**config.mk**
```make
export PLATFORM = sky130hd
export DESIGN_NAME = nn_wb_ctrl_flat
export DESIGN_NICKNAME = d
export VERILOG_FILES = /design/src/rtl/nn_wb_pkg.sv /design/src/rtl/nn_wb_ctrl_if.sv /design/src/rtl/nn_sync_edge.sv /design/src/rtl/nn_wb_ctrl.sv /design/src/flat_wrapper.sv
export SDC_FILE = /design/constraint.sdc
export NUM_CORES = 1
export LEC_CHECK = 0
export BUFFER_PORTS_ARGS = -buffer_cell sky130_fd_sc_hd__buf_2
export CAP_MARGIN = 5
export CORE_ASPECT_RATIO = 0.7
export CORE_MARGIN = 8
export CORE_UTILIZATION = 53
export DETAILED_ROUTE_END_ITERATION = 8
export GPL_TIMING_DRIVEN = 0
export PLACE_DENSITY = 0.88
export SLEW_MARGIN = 15
export SYNTH_ARGS = -nofsm -noshare
export SYNTH_HDL_FRONTEND = slang
export SYNTH_HIERARCHICAL = 1
export SYNTH_SLANG_ARGS = --single-unit
```
**constraint.sdc**
```tcl
create_clock -name wb_clk_i -period 4.5 [get_ports wb_clk_i]
set_input_delay 0.225 -clock wb_clk_i [delete_from_list [all_inputs] [get_ports wb_clk_i]]
set_output_delay 0.225 -clock wb_clk_i [all_outputs]
set_load 0.005 [all_outputs]
```
**src/rtl/nn_wb_pkg.sv**
```systemverilog
// Shared definitions for the NN Wishbone controller: register map, bit positions and FSM states.
package nn_wb_pkg;

  localparam logic [7:0] OFF_CTRL   = 8'h00;
  localparam logic [7:0] OFF_STATUS = 8'h04;
  localparam logic [7:0] OFF_RESULT = 8'h08;
  localparam logic [7:0] OFF_COUNT  = 8'h0C;
  localparam logic [7:0] OFF_OP0    = 8'h10;

  localparam int CTRL_START   = 0;
  localparam int CTRL_IRQ_EN  = 1;
  localparam int CTRL_SRC_SEL = 2;

  localparam int STAT_BUSY    = 0;
  localparam int STAT_DONE    = 1;
  localparam int STAT_TIMEOUT = 2;

  typedef enum logic [1:0] {
    S_IDLE  = 2'd0,
    S_START = 2'd1,
    S_WAIT  = 2'd2,
    S_DONE  = 2'd3
  } nn_state_e;

endpackage

```
**src/rtl/nn_wb_ctrl_if.sv**
```systemverilog
// Wishbone classic slave bus bundle for the NN controller.
interface nn_wb_ctrl_if;
  // A transfer is offered while stb & cyc are high and is held until ack;
  // the slave answers with a single-cycle ack one clock after accepting it.
  logic        wbs_stb_i;
  logic        wbs_cyc_i;
  logic        wbs_we_i;
  logic [3:0]  wbs_sel_i;
  logic [31:0] wbs_dat_i;
  logic [31:0] wbs_adr_i;
  logic        wbs_ack_o;
  logic [31:0] wbs_dat_o;

  modport master (
    output wbs_stb_i, wbs_cyc_i, wbs_we_i, wbs_sel_i, wbs_dat_i, wbs_adr_i,
    input  wbs_ack_o, wbs_dat_o
  );

  modport slave (
    input  wbs_stb_i, wbs_cyc_i, wbs_we_i, wbs_sel_i, wbs_dat_i, wbs_adr_i,
    output wbs_ack_o, wbs_dat_o
  );
endinterface

```
**src/rtl/nn_sync_edge.sv**
```systemverilog
// Multi-flop synchroniser for an asynchronous level with a rising-edge pulse output.
module nn_sync_edge #(
  parameter int SYNC_STAGES = 2
) (
  input  logic clk,
  input  logic rst,
  input  logic d,
  output logic rise
);

  logic [SYNC_STAGES-1:0] sync;
  logic                   prev;

  always_ff @(posedge clk) begin
    if (rst) begin
      sync <= '0;
      prev <= 1'b0;
    end else begin
      sync <= {sync[SYNC_STAGES-2:0], d};
      prev <= sync[SYNC_STAGES-1];
    end
  end

  // Both terms are flop outputs, so the pulse is clean for one cycle.
  assign rise = sync[SYNC_STAGES-1] & ~prev;

endmodule

```
**src/rtl/nn_wb_ctrl.sv**
```systemverilog
// Wishbone-mapped controller that loads operands, launches the NN core and collects its result.
module nn_wb_ctrl
  import nn_wb_pkg::*;
#(
  parameter int          DATA_W      = 32,
  parameter int          N_OPS       = 4,
  parameter int          SYNC_STAGES = 2,
  parameter int          TIMEOUT_CYC = 1023,
  parameter logic [31:0] BASE_ADR    = 32'h3000_0000
) (
  input  logic                    wb_clk_i,
  input  logic                    wb_rst_i,
  nn_wb_ctrl_if.slave             wb,
  input  logic [37:0]             io_in,
  output logic [37:0]             io_out,
  output logic [37:0]             io_oeb,
  output logic [N_OPS*DATA_W-1:0] core_ops,
  output logic                    core_start,
  input  logic                    core_done,
  input  logic [DATA_W-1:0]       core_result,
  output logic                    irq,
  output nn_state_e               state_dbg
);

  localparam int TMO_W = $clog2(TIMEOUT_CYC + 1);
  localparam int OP_IW = (N_OPS > 1) ? $clog2(N_OPS) : 1;

  nn_state_e state, state_nxt;

  logic [DATA_W-1:0] ops [N_OPS];
  logic [DATA_W-1:0] result;
  logic [15:0]       count;
  logic [TMO_W-1:0]  tmo_cnt;
  logic              irq_en, src_sel;
  logic              st_done, st_tmo;
  logic              ack;

  logic              valid, acc, wr;
  logic [7:0]        off;
  logic [5:0]        word_off, op_off;
  logic              op_hit;
  logic [OP_IW-1:0]  op_idx;
  logic              ctrl_wr, stat_wr, op_wr;
  logic              wb_start, sw_start, sw_rise;
  logic              tmo_last, cap, done_set, tmo_set;
  logic [31:0]       rd_data;
  logic              unused_bits;

  assign valid    = wb.wbs_stb_i & wb.wbs_cyc_i & (wb.wbs_adr_i[31:8] == BASE_ADR[31:8]);
  assign acc      = valid & ~ack;
  assign wr       = acc & wb.wbs_we_i;
  assign off      = {wb.wbs_adr_i[7:2], 2'b00};
  assign word_off = wb.wbs_adr_i[7:2];
  assign op_off   = word_off - OFF_OP0[7:2];
  assign op_hit   = (word_off >= OFF_OP0[7:2]) && (op_off < 6'(N_OPS));
  assign op_idx   = op_off[OP_IW-1:0];

  assign ctrl_wr  = wr & (off == OFF_CTRL) & wb.wbs_sel_i[0];
  assign stat_wr  = wr & (off == OFF_STATUS) & wb.wbs_sel_i[0];
  assign op_wr    = wr & op_hit & (state == S_IDLE);

  // The start source is chosen by the src_sel value already in CTRL.
  assign wb_start = ctrl_wr & wb.wbs_dat_i[CTRL_START] & ~src_sel;
  assign sw_start = sw_rise & src_sel;
  assign tmo_last = (tmo_cnt == TMO_W'(TIMEOUT_CYC - 1));

  assign unused_bits = ^{io_in[37:33], io_in[31:0], wb.wbs_adr_i[1:0]};

  nn_sync_edge #(
    .SYNC_STAGES(SYNC_STAGES)
  ) u_sync (
    .clk  (wb_clk_i),
    .rst  (wb_rst_i),
    .d    (io_in[32]),
    .rise (sw_rise)
  );

  always_ff @(posedge wb_clk_i) begin
    if (wb_rst_i) state <= S_IDLE;
    else          state <= state_nxt;
  end

  always_comb begin
    state_nxt  = state;
    core_start = 1'b0;
    cap        = 1'b0;
    done_set   = 1'b0;
    tmo_set    = 1'b0;
    case (state)
      S_IDLE:  if (wb_start | sw_start) state_nxt = S_START;
      S_START: begin
        core_start = 1'b1;
        state_nxt  = S_WAIT;
      end
      S_WAIT: begin
        if (core_done) begin
          cap       = 1'b1;
          state_nxt = S_DONE;
        end else if (tmo_last) begin
          tmo_set   = 1'b1;
          state_nxt = S_IDLE;
        end
      end
      S_DONE: begin
        done_set  = 1'b1;
        state_nxt = S_IDLE;
      end
      default: state_nxt = S_IDLE;
    endcase
  end

  always_comb begin
    rd_data = 32'b0;
    case (off)
      OFF_CTRL:   rd_data = {29'b0, src_sel, irq_en, 1'b0};
      OFF_STATUS: rd_data = {29'b0, st_tmo, st_done, state != S_IDLE};
      OFF_RESULT: rd_data = 32'(result);
      OFF_COUNT:  rd_data = {16'b0, count};
      default:    if (op_hit) rd_data = 32'(ops[op_idx]);
    endcase
  end

  always_ff @(posedge wb_clk_i) begin
    if (wb_rst_i) begin
      ack     <= 1'b0;
      tmo_cnt <= '0;
    end else begin
      ack <= acc;
      if (state == S_START)     tmo_cnt <= '0;
      else if (state == S_WAIT) tmo_cnt <= tmo_cnt + TMO_W'(1);
    end
  end

  always_ff @(posedge wb_clk_i) begin
    if (wb_rst_i) begin
      wb.wbs_dat_o <= 32'b0;
      irq_en       <= 1'b0;
      src_sel      <= 1'b0;
      st_done      <= 1'b0;
      st_tmo       <= 1'b0;
      result       <= '0;
      count        <= 16'b0;
      for (int i = 0; i < N_OPS; i++) ops[i] <= '0;
    end else begin
      wb.wbs_dat_o <= (acc & ~wb.wbs_we_i) ? rd_data : 32'b0;
      if (ctrl_wr) begin
        irq_en  <= wb.wbs_dat_i[CTRL_IRQ_EN];
        src_sel <= wb.wbs_dat_i[CTRL_SRC_SEL];
      end
      // A hardware set in the same cycle as a W1C clear keeps the bit set.
      st_done <= done_set | (st_done & ~(stat_wr & wb.wbs_dat_i[STAT_DONE]));
      st_tmo  <= tmo_set  | (st_tmo  & ~(stat_wr & wb.wbs_dat_i[STAT_TIMEOUT]));
      if (cap)      result <= core_result;
      if (done_set) count  <= count + 16'd1;
      if (op_wr) begin
        for (int b = 0; b < DATA_W/8; b++) begin
          if (wb.wbs_sel_i[b]) ops[op_idx][8*b +: 8] <= wb.wbs_dat_i[8*b +: 8];
        end
      end
    end
  end

  assign wb.wbs_ack_o = ack;
  assign irq          = irq_en & (st_done | st_tmo);
  assign io_out       = {6'b0, 32'(result)};
  assign io_oeb       = {6'b111111, 32'b0};
  assign state_dbg    = state;

  always_comb begin
    core_ops = '0;
    for (int i = 0; i < N_OPS; i++) core_ops[i*DATA_W +: DATA_W] = ops[i];
  end

endmodule

```
**src/flat_wrapper.sv**
```systemverilog
// flat-port wrapper written by rule: the top's interface ports become plain ports
module nn_wb_ctrl_flat import nn_wb_pkg::*;
#(
  parameter int          DATA_W      = 32,
  parameter int          N_OPS       = 4,
  parameter int          SYNC_STAGES = 2,
  parameter int          TIMEOUT_CYC = 1023,
  parameter logic [31:0] BASE_ADR    = 32'h3000_0000
)
  (wb_clk_i, wb_rst_i, io_in, io_out, io_oeb, core_ops, core_start, core_done, core_result, irq, state_dbg, wb_wbs_stb_i, wb_wbs_cyc_i, wb_wbs_we_i, wb_wbs_sel_i, wb_wbs_dat_i, wb_wbs_adr_i, wb_wbs_ack_o, wb_wbs_dat_o);
  nn_wb_ctrl_if wb_i ();
  input  logic wb_clk_i;
  input  logic wb_rst_i;
  input  logic [37:0] io_in;
  output logic [37:0] io_out;
  output logic [37:0] io_oeb;
  output logic [N_OPS*DATA_W-1:0] core_ops;
  output logic core_start;
  input  logic core_done;
  input  logic [DATA_W-1:0] core_result;
  output logic irq;
  output nn_state_e state_dbg;
  input wire logic [$bits(wb_i.wbs_stb_i)-1:0] wb_wbs_stb_i;
  input wire logic [$bits(wb_i.wbs_cyc_i)-1:0] wb_wbs_cyc_i;
  input wire logic [$bits(wb_i.wbs_we_i)-1:0] wb_wbs_we_i;
  input wire logic [$bits(wb_i.wbs_sel_i)-1:0] wb_wbs_sel_i;
  input wire logic [$bits(wb_i.wbs_dat_i)-1:0] wb_wbs_dat_i;
  input wire logic [$bits(wb_i.wbs_adr_i)-1:0] wb_wbs_adr_i;
  output wire logic [$bits(wb_i.wbs_ack_o)-1:0] wb_wbs_ack_o;
  output wire logic [$bits(wb_i.wbs_dat_o)-1:0] wb_wbs_dat_o;
  assign wb_i.wbs_stb_i = wb_wbs_stb_i;
  assign wb_i.wbs_cyc_i = wb_wbs_cyc_i;
  assign wb_i.wbs_we_i = wb_wbs_we_i;
  assign wb_i.wbs_sel_i = wb_wbs_sel_i;
  assign wb_i.wbs_dat_i = wb_wbs_dat_i;
  assign wb_i.wbs_adr_i = wb_wbs_adr_i;
  assign wb_wbs_ack_o = wb_i.wbs_ack_o;
  assign wb_wbs_dat_o = wb_i.wbs_dat_o;
  nn_wb_ctrl #(.DATA_W(DATA_W), .N_OPS(N_OPS), .SYNC_STAGES(SYNC_STAGES), .TIMEOUT_CYC(TIMEOUT_CYC), .BASE_ADR(BASE_ADR)) u_core (.wb_clk_i(wb_clk_i), .wb_rst_i(wb_rst_i), .wb(wb_i), .io_in(io_in), .io_out(io_out), .io_oeb(io_oeb), .core_ops(core_ops), .core_start(core_start), .core_done(core_done), .core_result(core_result), .irq(irq), .state_dbg(state_dbg));
endmodule
```
==> metrics.cfg <==
[status]
status = finished, violations left
violations = negative hold slack

[final_layout]
finalInstanceArea_mm2 = 0.0133
nets = 1455
drive_gt1_share_pct = 35.0
nFillCells = 1398
multi_input_area_mm2 = 0.00387
area_growth_pct = 29.7
seqCellArea_mm2 = 0.00585

[logic_synthesis]
yosysTopAreaCellShare_pct = 37.6
synthXorXnorAreaFrac_pct = 1.46
synth_edf_count = 128
dominantRegCellSynth = edfxtp_1
syn_area_per_cell_um2 = 11.3
syn_area_mm2 = 0.0102
synthMuxAreaShare_pct = 7.89
ys_seq_area_share_pct = 57.2
synth.largest_area_cell = edfxtp_1
yosysMostFrequentCell = nor2_1
synth.ff_latch_count = 228
synth_adder_area_share_pct = 0.367
yosysWarnings = 6
synth_cells = 907
yosysUniqueCellTypes = 54
async_flop_share_pct = 0
ys_top_cells_by_count = nor2_1, edfxtp_1, dfxtp_1
ys_top_cells_by_area = edfxtp_1, dfxtp_1, mux4_2
synth_top_family_by_area = simple AND/OR/NAND/NOR gates
synth-simple-area-share_pct = 19.1
synth_compound_area_share_pct = 7.43

[clock_network]
clockRootBuffer = clkbuf_16
postCtsSetupBuffers = 0
cts_hold_buf = 33
cts_buffers = 23
cts_resized = 0
cts_tree = yes
cts_buffer_depth = 3
clk_pin_slew_ps = 60
htree_levels = 1
clk_latency_ps = 500
clock_sinks = 228

[timing]
relSlewSlack_pct = 31.8
clock.fmax_ghz = 0.383
slew_violations = 0
hold_viol = 1
clock_skew_ps = 13.1
rsz0062_at_grt = no
tns_ps = 0
fin_crit_ps = 2610
tightestPinTransition_ps = 1020
setup_viol = 0
post-route-period-util_pct = 58.0
hold_ws_ps = -3.42

[worst_hold_path]
hold_path_class = input pin to flip-flop
hp-start = core_result[19]
whs_path_depth = 3
hold_end = u_core/result[19]

[die]
core_area_mm2 = 0.0189
fp.dieH_um = 132
start_util_pct = 54.1
dieArea_mm2 = 0.0241
rows = 42
io_pins = 385
die_w_um = 182

[routing]
drtPass1Iterations = 7
wl_per_cell_um = 23.6
via_per_inst = 5.66
num_vias = 8886
drc = 0
drt_iter0_markers = 922
antenna_left = 0
wirelength_um = 37000

[power]
cellPowerDensity_mw_per_mm2 = 340
p_clk_share_pct = 41.5
p_leak_nw = 5.36
sw_frac_of_total_pct = 22.6
seq_power_share_pct = 50.2
ir_drop_mv = 0.252
switching_power_mw = 1.02
power.internal_mw = 3.49
power_frac_comb_pct = 8.3

[grt]
gr-total-overflow = 0
grt_max_degree = 15
grt_pass1_wl_um = 54400
grt_use_total_pct = 29.5
grt_pass1_vias = 8817
antenna_found_initial = 4

[placement]
place_area_mm2 = 0.0122
globalplace.congestion = 0.920
port_buffers = 301
dp_hpwl_um = 27900

[worst_setup_path]
end_kind = flip-flop
r2r-end = u_core/ops[1][13]
reg2reg_from = u_core/wb.wbs_ack_o
regToRegSetupSlack_ps = 1890
path_class = flip-flop to flip-flop
start_kind = flip-flop
cpMaxStageDelayCell = o21bai_1
critPathArrivalTime_ps = 2730
rr_worst_depth = 5
critical-path-top-delay-family = compound AO/OA/AOI/OAI gates
path_buf_inv = 1
slowest_delay_ps = 880
worstPathCellList = nor4_1 -> and4_1 -> buf_2 -> nand4_2 -> o21bai_1
worstPathRequired_ps = 4620
critPathMaxFanout = 9

[run]
maxCapViolations = 0

==> stage by stage <==
stage,cells,utilization (%),power [mW],hold slack [ps],setup slack [ps]
2_1_floorplan,949,-,2.47,297,2510
3_3_place_gp,1492,64.5,2.64,431,1650
3_5_place_dp,1492,64.5,2.65,452,1580
4_1_cts,1566,70.1,4.50,7.53,1870
5_1_grt,1569,70.1,4.62,9.00,1660
6_report,1569,70.1,4.50,-3.42,1890
==> sequential cells by signal, summed over array words and instances, names as in the netlist, 2 cells and up <==
signal,flops
u_core/state_dbg,2
u_core/u_sync/sync,2
u_core/count,16
u_core/result,32
u_core/wb.wbs_dat_o,32
u_core/ops,128
u_core/tmo_cnt,10
==> worst min-delay path, stage by stage <==
cell,delay (ps)
buf_2,100
nand2_1,60
a21oi_1,60
==> layer usage <==
layer | global-route usage, % | share of wire (%) | vias up
met1 | 38.4 | 39 | 4243
li1 | - | - | 3957
met5 | 1.68 | 0.035 | -
met4 | 7.31 | 2.2 | 2
met2 | 47.1 | 46 | 617
met3 | 9.36 | 13 | 67
==> cell families after synthesis <==
family                   Yosys count
buffers and inverters            116
adder cells (fa/ha/maj)            3
AND/OR/NAND/NOR                  389
other                              2
AO/OA/AOI/OAI                    114
multiplexers                      38
flip-flops                       228
XOR/XNOR                          17
==> final cells by class <==
type / instances / share of cell area [%]
Clock buffer: 32 / 4.98
Timing Repair Buffer: 334 / 13.9
Buffer: 104 / 4.68
Multi-Input combinational cell: 605 / 29.2
Tap cell: 242 / 2.28
Antenna cell: 3 / 0.0566
Inverter: 12 / 0.340
Sequential cell: 228 / 44.1
Clock inverter: 9 / 0.528
==> how the worst max path moves through the flow <==
stage,from,end,slack [ps],cells after the start
6_report,u_core/wb.wbs_ack_o,u_core/ops[1][13],1890,5
5_1_grt,u_core/wb.wbs_ack_o,u_core/ops[1][13],1660,5
4_1_cts,u_core/wb.wbs_ack_o,u_core/ops[1][13],1870,5
3_5_place_dp,wb_wbs_adr_i[6],u_core/ops[1][13],1580,6
3_3_place_gp,wb_wbs_adr_i[6],u_core/ops[2][14],1650,6
2_1_floorplan,u_core/state_dbg[1],u_core/ops[0][10],2510,5
==> cells in the final DEF (no fill, tap or decap), types with 7 or more instances in the layout <==
cell type / count
buf_4: 49
nand2b_1: 20
nand3_1: 7
buf_2: 320
o21bai_1: 9
nor3b_1: 24
conb_1: 44
inv_1: 12
nand2_1: 94
nor2_1: 153
edfxtp_1: 128
clkbuf_1: 35
mux4_2: 34
dfxtp_1: 100
nor3_1: 12
nand3b_1: 25
nand4_1: 9
nor4_1: 8
xnor2_1: 12
clkbuf_16: 24
a21oi_1: 45
a22oi_1: 32
dlygate4sd3_1: 33
a21oi_2: 11
==> power by group through the flow <==
stage	combinational, mW	sequential, mW	clock, mW
6_report	0.376	2.26	1.87
5_1_grt	0.399	2.26	1.96
4_1_cts	0.366	2.26	1.88
3_5_place_dp	0.343	2.30	0
3_3_place_gp	0.338	2.30	0
2_1_floorplan	0.167	2.30	0
Power figures use the tool's default switching activity.
